<file path="src/rtl/ram_hs_burst_reader.sv">
// Burst read initiator: splits one (addr, len) command into single-word requests to a
// handshake SRAM and streams the in-order responses through a credit-protected FIFO.
//
// state | meaning
// IDLE  | cmd_ready high, waiting for a burst command
// ISSUE | sending read requests while FIFO credit is available
// DRAIN | all requests sent, waiting for the last word to leave the out port
// DONE  | one-cycle done pulse, then back to IDLE
module ram_hs_burst_reader #(
    parameter int DATA_W     = 128,
    parameter int ADDR_W     = 6,
    parameter int LEN_W      = 7,
    parameter int FIFO_DEPTH = 4
) (
    input  logic              clk,
    input  logic              rst_n,
    input  logic              cmd_valid,
    output logic              cmd_ready,
    input  logic [ADDR_W-1:0] cmd_addr,
    input  logic [LEN_W-1:0]  cmd_len,
    output logic              arvalid,
    input  logic              arready,
    output logic [ADDR_W-1:0] araddr,
    input  logic              rvalid,
    output logic              rready,
    input  logic [DATA_W-1:0] rdata,
    output logic              out_valid,
    input  logic              out_ready,
    output logic [DATA_W-1:0] out_data,
    output logic              out_last,
    output logic              busy,
    output logic              done
);

    localparam int PTR_W = $clog2(FIFO_DEPTH);
    localparam int CNT_W = PTR_W + 1;

    typedef enum logic [1:0] {S_IDLE, S_ISSUE, S_DRAIN, S_DONE} state_t;

    state_t              r_state;
    logic [LEN_W-1:0]    r_len;
    logic [LEN_W-1:0]    r_issued;
    logic [LEN_W-1:0]    r_received;
    logic [ADDR_W-1:0]   r_araddr;
    logic                r_cmd_ready;
    logic                r_busy;
    logic                r_done;

    logic [DATA_W-1:0]   r_mem [FIFO_DEPTH];
    logic [FIFO_DEPTH-1:0] r_mem_last;
    logic [PTR_W-1:0]    r_wr_ptr;
    logic [PTR_W-1:0]    r_rd_ptr;
    logic [CNT_W-1:0]    r_count;
    logic [CNT_W-1:0]    r_outstanding;

    logic                w_credit;
    logic                w_arvalid;
    logic                w_ar_hs;
    logic                w_push;
    logic                w_pop;
    logic                w_head_last;
    logic                w_recv_last;

    // Words already buffered plus words still in flight must fit in the FIFO.
    assign w_credit    = ({1'b0, r_count} + {1'b0, r_outstanding}) < (CNT_W + 1)'(FIFO_DEPTH);
    assign w_arvalid   = (r_state == S_ISSUE) && w_credit;
    assign w_ar_hs     = w_arvalid && arready;
    assign w_push      = rvalid && (r_state != S_IDLE);
    assign w_pop       = (r_count != '0) && out_ready;
    assign w_head_last = r_mem_last[r_rd_ptr];
    assign w_recv_last = (r_received + LEN_W'(1)) == r_len;

    assign cmd_ready = r_cmd_ready;
    assign arvalid   = w_arvalid;
    assign araddr    = r_araddr;
    assign rready    = 1'b1;
    assign out_valid = (r_count != '0);
    assign out_data  = r_mem[r_rd_ptr];
    assign out_last  = (r_count != '0) && w_head_last;
    assign busy      = r_busy;
    assign done      = r_done;

    always_ff @(posedge clk or negedge rst_n) begin
        if (!rst_n) begin
            r_state     <= S_IDLE;
            r_len       <= '0;
            r_issued    <= '0;
            r_received  <= '0;
            r_araddr    <= '0;
            r_cmd_ready <= 1'b1;
            r_busy      <= 1'b0;
            r_done      <= 1'b0;
        end else begin
            r_done <= 1'b0;
            if (w_push) begin
                r_received <= r_received + LEN_W'(1);
            end
            case (r_state)
                S_IDLE: begin
                    if (cmd_valid) begin
                        r_len       <= cmd_len;
                        r_araddr    <= cmd_addr;
                        r_issued    <= '0;
                        r_received  <= '0;
                        r_cmd_ready <= 1'b0;
                        r_busy      <= 1'b1;
                        if (cmd_len == '0) begin
                            r_state <= S_DONE;
                            r_done  <= 1'b1;
                        end else begin
                            r_state <= S_ISSUE;
                        end
                    end
                end
                S_ISSUE: begin
                    if (w_ar_hs) begin
                        r_araddr <= r_araddr + ADDR_W'(1);
                        r_issued <= r_issued + LEN_W'(1);
                        if ((r_issued + LEN_W'(1)) == r_len) begin
                            r_state <= S_DRAIN;
                        end
                    end
                end
                S_DRAIN: begin
                    if (w_pop && w_head_last) begin
                        r_state <= S_DONE;
                        r_done  <= 1'b1;
                    end
                end
                S_DONE: begin
                    r_state     <= S_IDLE;
                    r_cmd_ready <= 1'b1;
                    r_busy      <= 1'b0;
                end
                default: r_state <= S_IDLE;
            endcase
        end
    end

    always_ff @(posedge clk or negedge rst_n) begin
        if (!rst_n) begin
            r_wr_ptr      <= '0;
            r_rd_ptr      <= '0;
            r_count       <= '0;
            r_outstanding <= '0;
        end else begin
            if (w_push) begin
                r_wr_ptr <= r_wr_ptr + PTR_W'(1);
            end
            if (w_pop) begin
                r_rd_ptr <= r_rd_ptr + PTR_W'(1);
            end
            case ({w_push, w_pop})
                2'b10:   r_count <= r_count + CNT_W'(1);
                2'b01:   r_count <= r_count - CNT_W'(1);
                default: r_count <= r_count;
            endcase
            case ({w_ar_hs, w_push})
                2'b10:   r_outstanding <= r_outstanding + CNT_W'(1);
                2'b01:   r_outstanding <= r_outstanding - CNT_W'(1);
                default: r_outstanding <= r_outstanding;
            endcase
        end
    end

    // Storage needs no reset: a word is only visible once the count covers it.
    always_ff @(posedge clk) begin
        if (w_push) begin
            r_mem[r_wr_ptr]      <= rdata;
            r_mem_last[r_wr_ptr] <= w_recv_last;
        end
    end

    always_ff @(posedge clk) begin
        if (rst_n) begin
            assert (!(w_push && !w_pop && r_count == CNT_W'(FIFO_DEPTH)));
            assert (!(rvalid && r_state == S_IDLE));
        end
    end

endmodule

</file>
<file path="config.mk">
export PLATFORM = sky130hd
export DESIGN_NAME = ram_hs_burst_reader
export DESIGN_NICKNAME = d
export VERILOG_FILES = /design/src/rtl/ram_hs_burst_reader.sv
export SDC_FILE = /design/constraint.sdc
export NUM_CORES = 1
export LEC_CHECK = 0
export BUFFER_PORTS_ARGS = -buffer_cell sky130_fd_sc_hd__clkbuf_2
export CAP_MARGIN = 20
export CORE_ASPECT_RATIO = 0.8
export CORE_UTILIZATION = 50
export CTS_CLUSTER_SIZE = 10
export DETAILED_ROUTE_END_ITERATION = 8
export GPL_TIMING_DRIVEN = 0
export PLACE_DENSITY = 0.77
export SLEW_MARGIN = 30
export SYNTH_ARGS = -nofsm -noshare
export SYNTH_HDL_FRONTEND = slang
export SYNTH_SLANG_ARGS = --single-unit
</file>
<file path="constraint.sdc">
create_clock -name clk -period 6.84 [get_ports clk]
set_clock_uncertainty 0.05 [all_clocks]
set_input_delay 0 -clock clk [delete_from_list [all_inputs] [get_ports clk]]
set_output_delay 0 -clock clk [all_outputs]
set_load 0.01 [all_outputs]
</file>
==> results.json, run 1 <==
{
  "clk_transition_reported_paths_ps": 50,
  "routed_wl_um": 45700,
  "crit_path_end_kind": "flop",
  "reg2reg_from": "r_state[0]",
  "setup_viol": 0,
  "worst_setup_path_start_kind": "flop",
  "crit_required_ps": 7070,
  "cts.htree.levels": 3,
  "finalCriticalPeriod_ps": 3480,
  "vias_per_cell": 5.49,
  "drt_iter0_drc": 617,
  "ys_seq_elements": 558,
  "synthesis.yosys.warnings": 0,
  "synth-seq-area-share_pct": 78.2,
  "peakVddDrop_uv": 333,
  "async_flop_share_pct": 7.53,
  "floorplan.die.height_um": 186,
  "dp_worst_setup_slack_ps": 3350,
  "first_global_vias": 11900,
  "timing.fmax_ghz": 0.287,
  "setup.worst_path.start": "r_state[0]",
  "clk_latency_ps": 590,
  "cts.sinks": 558,
  "maxSlewViolCount": 0,
  "run_status": "finished clean",
  "holdCritStartpoint": "rdata[86]",
  "synthCells": 965,
  "core_area_um2": 41800,
  "clockBufferDepth": 3,
  "grt_usage_pct": 21.4,
  "hold_class": "in2reg",
  "cellLeakagePower_nw": 9.69,
  "numPortBuffers": 285,
  "clock_tree.root_cell": "clkbuf_16",
  "slew_headroom_pct": 41.4,
  "avgRoutedWirePerCell_um": 22.2,
  "top_level_port_count": 288,
  "synth-edff-count": 516,
  "crit_path_max_fanout": 39,
  "die_area_um2": 43200,
  "final.fill_count": 2778,
  "cts_post_setup_buffers_inserted": 0,
  "num-nets-final": 1642,
  "drt_antenna_net_count": 0,
  "worst_slew_pin_slew_ps": 880,
  "hold-worst-slack_ps": 121,
  "crit_type": "reg2reg",
  "cts_inserted_buffers": 66,
  "layout_cells_sized_above_1_pct": 35.8,
  "maxCapViolCount": 0,
  "detailedRoute.firstPassIterationCount": 5,
  "wire_length_of_the_first_global_routing_pass_um": 68100,
  "globalplace.congestion": 0.826,
  "final_hold_viol_count": 0,
  "drc_errors": 0,
  "fin_crit_sh_pct": 50.9,
  "maximum_number_of_pins_on_one_net_before_global_route_repair": 42,
  "grt_setup_unrepaired": "no",
  "reg2regPathDepth": 11,
  "total_power_of_the_final_layout_mw": 11.3,
  "area_delta_synth_final_pct": 27.1,
  "syn_nets": 1129,
  "worst_ep_arrival_time_ps": 3710,
  "setup_total_negative_slack_ps": 0,
  "std_cell_rows": 67,
  "synthesis.area_um2": 21200,
  "finalWorstSetupSlack_ps": 3360,
  "die_width_um": 232,
  "global_route.overflow_total": 0,
  "syn_area_per_cell_um2": 21.9,
  "grt_antenna_before_repair": 5,
  "min_delay_path_depth": 2,
  "share_of_the_core_filled_with_cells_pct": 64.3,
  "power.density_cell_area_nw_per_um2": 421,
  "place.detailed.hpwl_um": 26900,
  "cts_tree": "done",
  "cts_resized": 0,
  "synth.lib_cells_used.distinct": 49,
  "postSynth.topFlopCell": "edfxtp_1",
  "floorplan.initialDensity_pct": 50.6,
  "vias": 11300
}
[worst paths after layout]
path / to / slack (ps)
max reg2reg: r_mem[1][73] / 3360
max in group asynchronous: araddr[2] / 6040
min reg2reg: r_outstanding[2] / 440
max: r_mem[1][73] / 3360
min in group asynchronous: cmd_ready / 460
min: r_mem[2][86] / 120
[sequential cells by signal, indices dropped and copies added (netlist names)]
register       flops
r_outstanding      3
r_received         7
r_mem            512
r_count            3
r_state            2
r_mem_last         4
araddr             6
r_issued           7
cmd_ready          1
done               1
busy               1
r_rd_ptr           2
r_wr_ptr           2
r_len              7
[cell usage in the layout, fill, tap and decap left out, types with 5 or more instances in the layout]
cell type,instances
nor3_1,9
xnor2_1,14
nor2_1,17
inv_1,17
buf_16,7
mux2i_1,10
nand2_1,41
and3_1,7
xor2_1,16
dlygate4sd3_1,147
clkbuf_16,67
buf_2,19
clkbuf_2,284
edfxtp_1,516
o21ai_0,14
mux4_2,129
dfrtp_1,41
nand3_1,13
buf_1,8
clkbuf_1,25
a21oi_1,15
ha_1,15
diode_2,5
buf_12,6
[where the power goes]
group	internal [mW]	total, mW	switching, mW
clock	1.77	3.02	1.26
sequential	4.46	4.69	0.229
combinational	1.61	3.61	2.00
[stage by stage]
step | area [um2] | std cells
after floorplan | 21200 | 965
after global placement | 23300 | 1802
after detailed placement | 23600 | 1814
after CTS | 26900 | 2048
after global routing | 26900 | 2053
final | 26900 | 2053
[what timing repair did]
item / in CTS / in global routing
hold buffers: 148 / 0
endpoints found under the setup margin: 0 / 0
hold endpoints to repair: 579 / 0
[cell usage after synthesis, types with 9 or more instances]
cell	instances	area, um2
a21oi_1	15	75.1
buf_2	19	95.1
clkbuf_1	14	52.6
dfrtp_1	41	1030
edfxtp_1	516	15500
ha_1	15	188
inv_1	17	63.8
mux2i_1	10	100
mux4_2	129	2910
nand2_1	41	154
nand3_1	13	65.1
nor2_1	17	63.8
nor3_1	9	45.0
o21ai_0	14	70.1
xnor2_1	14	123
xor2_1	16	140
[final cells by class]
type | count | area, um2 | share of cell area, %
antenna | 5 | 12.5 | 0.0465
clock inverter | 8 | 86.3 | 0.321
tap | 552 | 691 | 2.57
timing repair buffer | 445 | 3210 | 11.9
inverter | 17 | 63.8 | 0.237
multi-input combinational | 346 | 4370 | 16.2
clock buffer | 78 | 1720 | 6.39
sequential | 558 | 16500 | 61.5
buffer | 44 | 204 | 0.758
[cell families after synthesis]
group / share of synthesized area, %
multiplexers: 14.3
adder cells (fa/ha/maj): 1.08
other: 0.0177
buffers and inverters: 1.26
AND/OR/NAND/NOR: 2.62
XOR/XNOR: 1.24
AO/OA/AOI/OAI: 1.32
flip-flops: 78.2
[worst max-delay path: stages (launching register included)]
cell and delay, ps:
dfrtp_1 400, inv_1 90, ha_1 200, clkbuf_1 210, inv_1 200, nand2_1 240, inv_1 150, buf_2 260
and2_4 500, buf_16 290, buf_16 280, buf_12 250
[metal layers]
metal  vias to the layer above  share of wire, %  GRT usage (%)
met4                         0               2.8           8.61
met3                        87               6.7           6.00
met1                      5829                40           26.9
met5                         -                 0              0
li1                       4963                 -              -
met2                       397                50           35.2
No activity file was read; power rests on OpenSTA's default activity.
==> run 2: changes to the inputs <==
Settings changed: PLACE_DENSITY 0.77 to 0.8.
Clock period 6.84 ns to 2.9 ns, I/O delays scaled along.
==> results.json, run 2 (synthesis results as in run 1) <==
{
  "die_width_um": 232,
  "place.detailed.hpwl_um": 27000,
  "top_level_port_count": 288,
  "finalCriticalPeriod_ps": 2700,
  "fin_crit_sh_pct": 93.3,
  "cellLeakagePower_nw": 9.70,
  "cts_tree": "done",
  "floorplan.die.height_um": 186,
  "peakVddDrop_uv": 721,
  "crit_path_max_incr_delay_ps": 580,
  "wire_length_of_the_first_global_routing_pass_um": 67200,
  "final_hold_viol_count": 0,
  "core_area_um2": 41800,
  "floorplan.initialDensity_pct": 50.6,
  "cts_inserted_buffers": 61,
  "dp_worst_setup_slack_ps": -338,
  "drt_antenna_net_count": 0,
  "drt_iter0_drc": 753,
  "grt_antenna_before_repair": 5,
  "grt_setup_unrepaired": "no",
  "hold-worst-slack_ps": 85.4,
  "cts.sinks": 558,
  "slew_headroom_pct": 52.0,
  "avgRoutedWirePerCell_um": 22.1,
  "area_delta_synth_final_pct": 27.0,
  "cts.htree.levels": 2,
  "hold_class": "in2reg",
  "clockBufferDepth": 3,
  "maximum_number_of_pins_on_one_net_before_global_route_repair": 44,
  "power.density_cell_area_nw_per_um2": 978,
  "crit_path_max_fanout": 10,
  "clock_tree.root_cell": "clkbuf_16",
  "die_area_um2": 43200,
  "largest-register": "r_mem",
  "crit_required_ps": 2850,
  "run_status": "finished clean",
  "finalWorstSetupSlack_ps": 196,
  "cp_slowest_cell": "mux4_2",
  "drc_errors": 0,
  "worst_slew_pin_slew_ps": 720,
  "globalplace.congestion": 0.853,
  "met2_track_demand_over_resource_pct": 34.6,
  "timing.critical_path.cells": "clkbuf_1 > buf_4 > buf_2 > mux4_2 > clkbuf_2",
  "met1_capacity_usage_during_global_routing_pct": 27.4,
  "detailedRoute.firstPassIterationCount": 5,
  "largest_reg_flops": 512,
  "routed_wl_um": 45400,
  "maxSlewViolCount": 0,
  "maxCapViolCount": 0,
  "layout_common_cells": "edfxtp_1, clkbuf_2, dlygate4sd3_1, mux4_2, clkbuf_16",
  "worst_ep_arrival_time_ps": 2650,
  "layout_cells_sized_above_1_pct": 36.2,
  "setup_viol": 0,
  "numPortBuffers": 285,
  "global_route.overflow_total": 0,
  "timing.fmax_ghz": 0.370,
  "met3_global_route_usage_pct": 5.01,
  "vias": 11300,
  "num-nets-final": 1653,
  "grt_most_used_layer": "met2",
  "clk_transition_reported_paths_ps": 60,
  "place_inst": 1814,
  "worst_setup_path_start_kind": "flop",
  "crit_path_end_kind": "output pin",
  "first_global_vias": 11600,
  "layout.cells.most_common": "edfxtp_1",
  "grt_usage_pct": 21.0,
  "crit_type": "reg2out",
  "clk_latency_ps": 590,
  "std_cell_rows": 67,
  "layoutNonFillerInstCount": 2052,
  "vias_per_cell": 5.50
}
-- run 2: changes by cell type in the layout (fill, tap and decap cells not counted), sizes merged --
| cell | change |
|---|---|
| clkbuf | -7 |
| clkinvlp | -1 |
| dlygate4sd3 | +6 |
| diode | -4 |
| and2 | +4 |
| inv | -2 |
| buf | +5 |
| clkinv | -2 |
-- run 2: power breakdown --
| group | internal (mW) | switching, mW |
|---|---|---|
| combinational | 3.92 | 4.76 |
| sequential | 10.5 | 0.507 |
| clock | 3.77 | 2.83 |
| total | 18.2 | 8.10 |
-- run 2: routing by layer --
metal | vias up | part of all wire (%)
met1 | 5771 | 40
met5 | - | 0.029
met2 | 424 | 50
li1 | 4989 | -
met3 | 92 | 7.3
met4 | 2 | 3.0
-- run 2: critical path: cells and delay by family, from the launching register on --
family | cells | cell delay, ps
DFF | 1 | 320
buffers and inverters | 4 | 1150
muxes | 1 | 580
-- run 2: repair_timing --
item | 4_1_cts | 5_1_grt
endpoints found under the hold margin | 585 | 0
setup endpoints to repair | 341 | 127
hold buffers | 154 | 0
gates cloned | 4 | 0
pin swaps | 4 | 0
resized for setup | 5 | 4
buffers inserted | 7 | 0
-- run 2: area by class of cell --
class	instances	area, um2
sequential	558	16500
buffer	43	218
clock buffer	70	1570
multi-input combinational	350	4400
clock inverter	3	80.1
antenna	1	2.50
fill	2706	14900
inverter	17	63.8
timing repair buffer	458	3320
tap	552	691
-- run 2: through the flow --
| stage | utilization [%] | setup TNS (ps) | instance area, um2 | total power [mW] |
|---|---|---|---|---|
| 2_1_floorplan | - | -273380 | 21200 | 16.3 |
| 4_1_cts | 64.3 | 0 | 26900 | 26.6 |
| 3_3_place_gp | 55.7 | -1061940 | 23300 | 19.2 |
| 5_1_grt | 64.3 | 0 | 26900 | 27.6 |
| 6_report | 64.3 | 0 | 26900 | 26.3 |
| 3_5_place_dp | 56.4 | -50890 | 23600 | 19.5 |
-- run 2: final timing paths --
| path | start | end | slack [ps] | cells after the start |
|---|---|---|---|---|
| worst max-delay path | r_rd_ptr[0] | out_data[90] | 200 | 5 |
| worst min-delay path | rdata[92] | r_mem[1][92] | 90 | 2 |
| worst max register to register | r_state[0] | r_outstanding[2] | 280 | 12 |
| worst min register to register | r_outstanding[2] | r_outstanding[2] | 440 | 1 |
| max in group asynchronous | rst_n | araddr[2] | 2120 | 4 |
| min in group asynchronous | rst_n | cmd_ready | 450 | 3 |
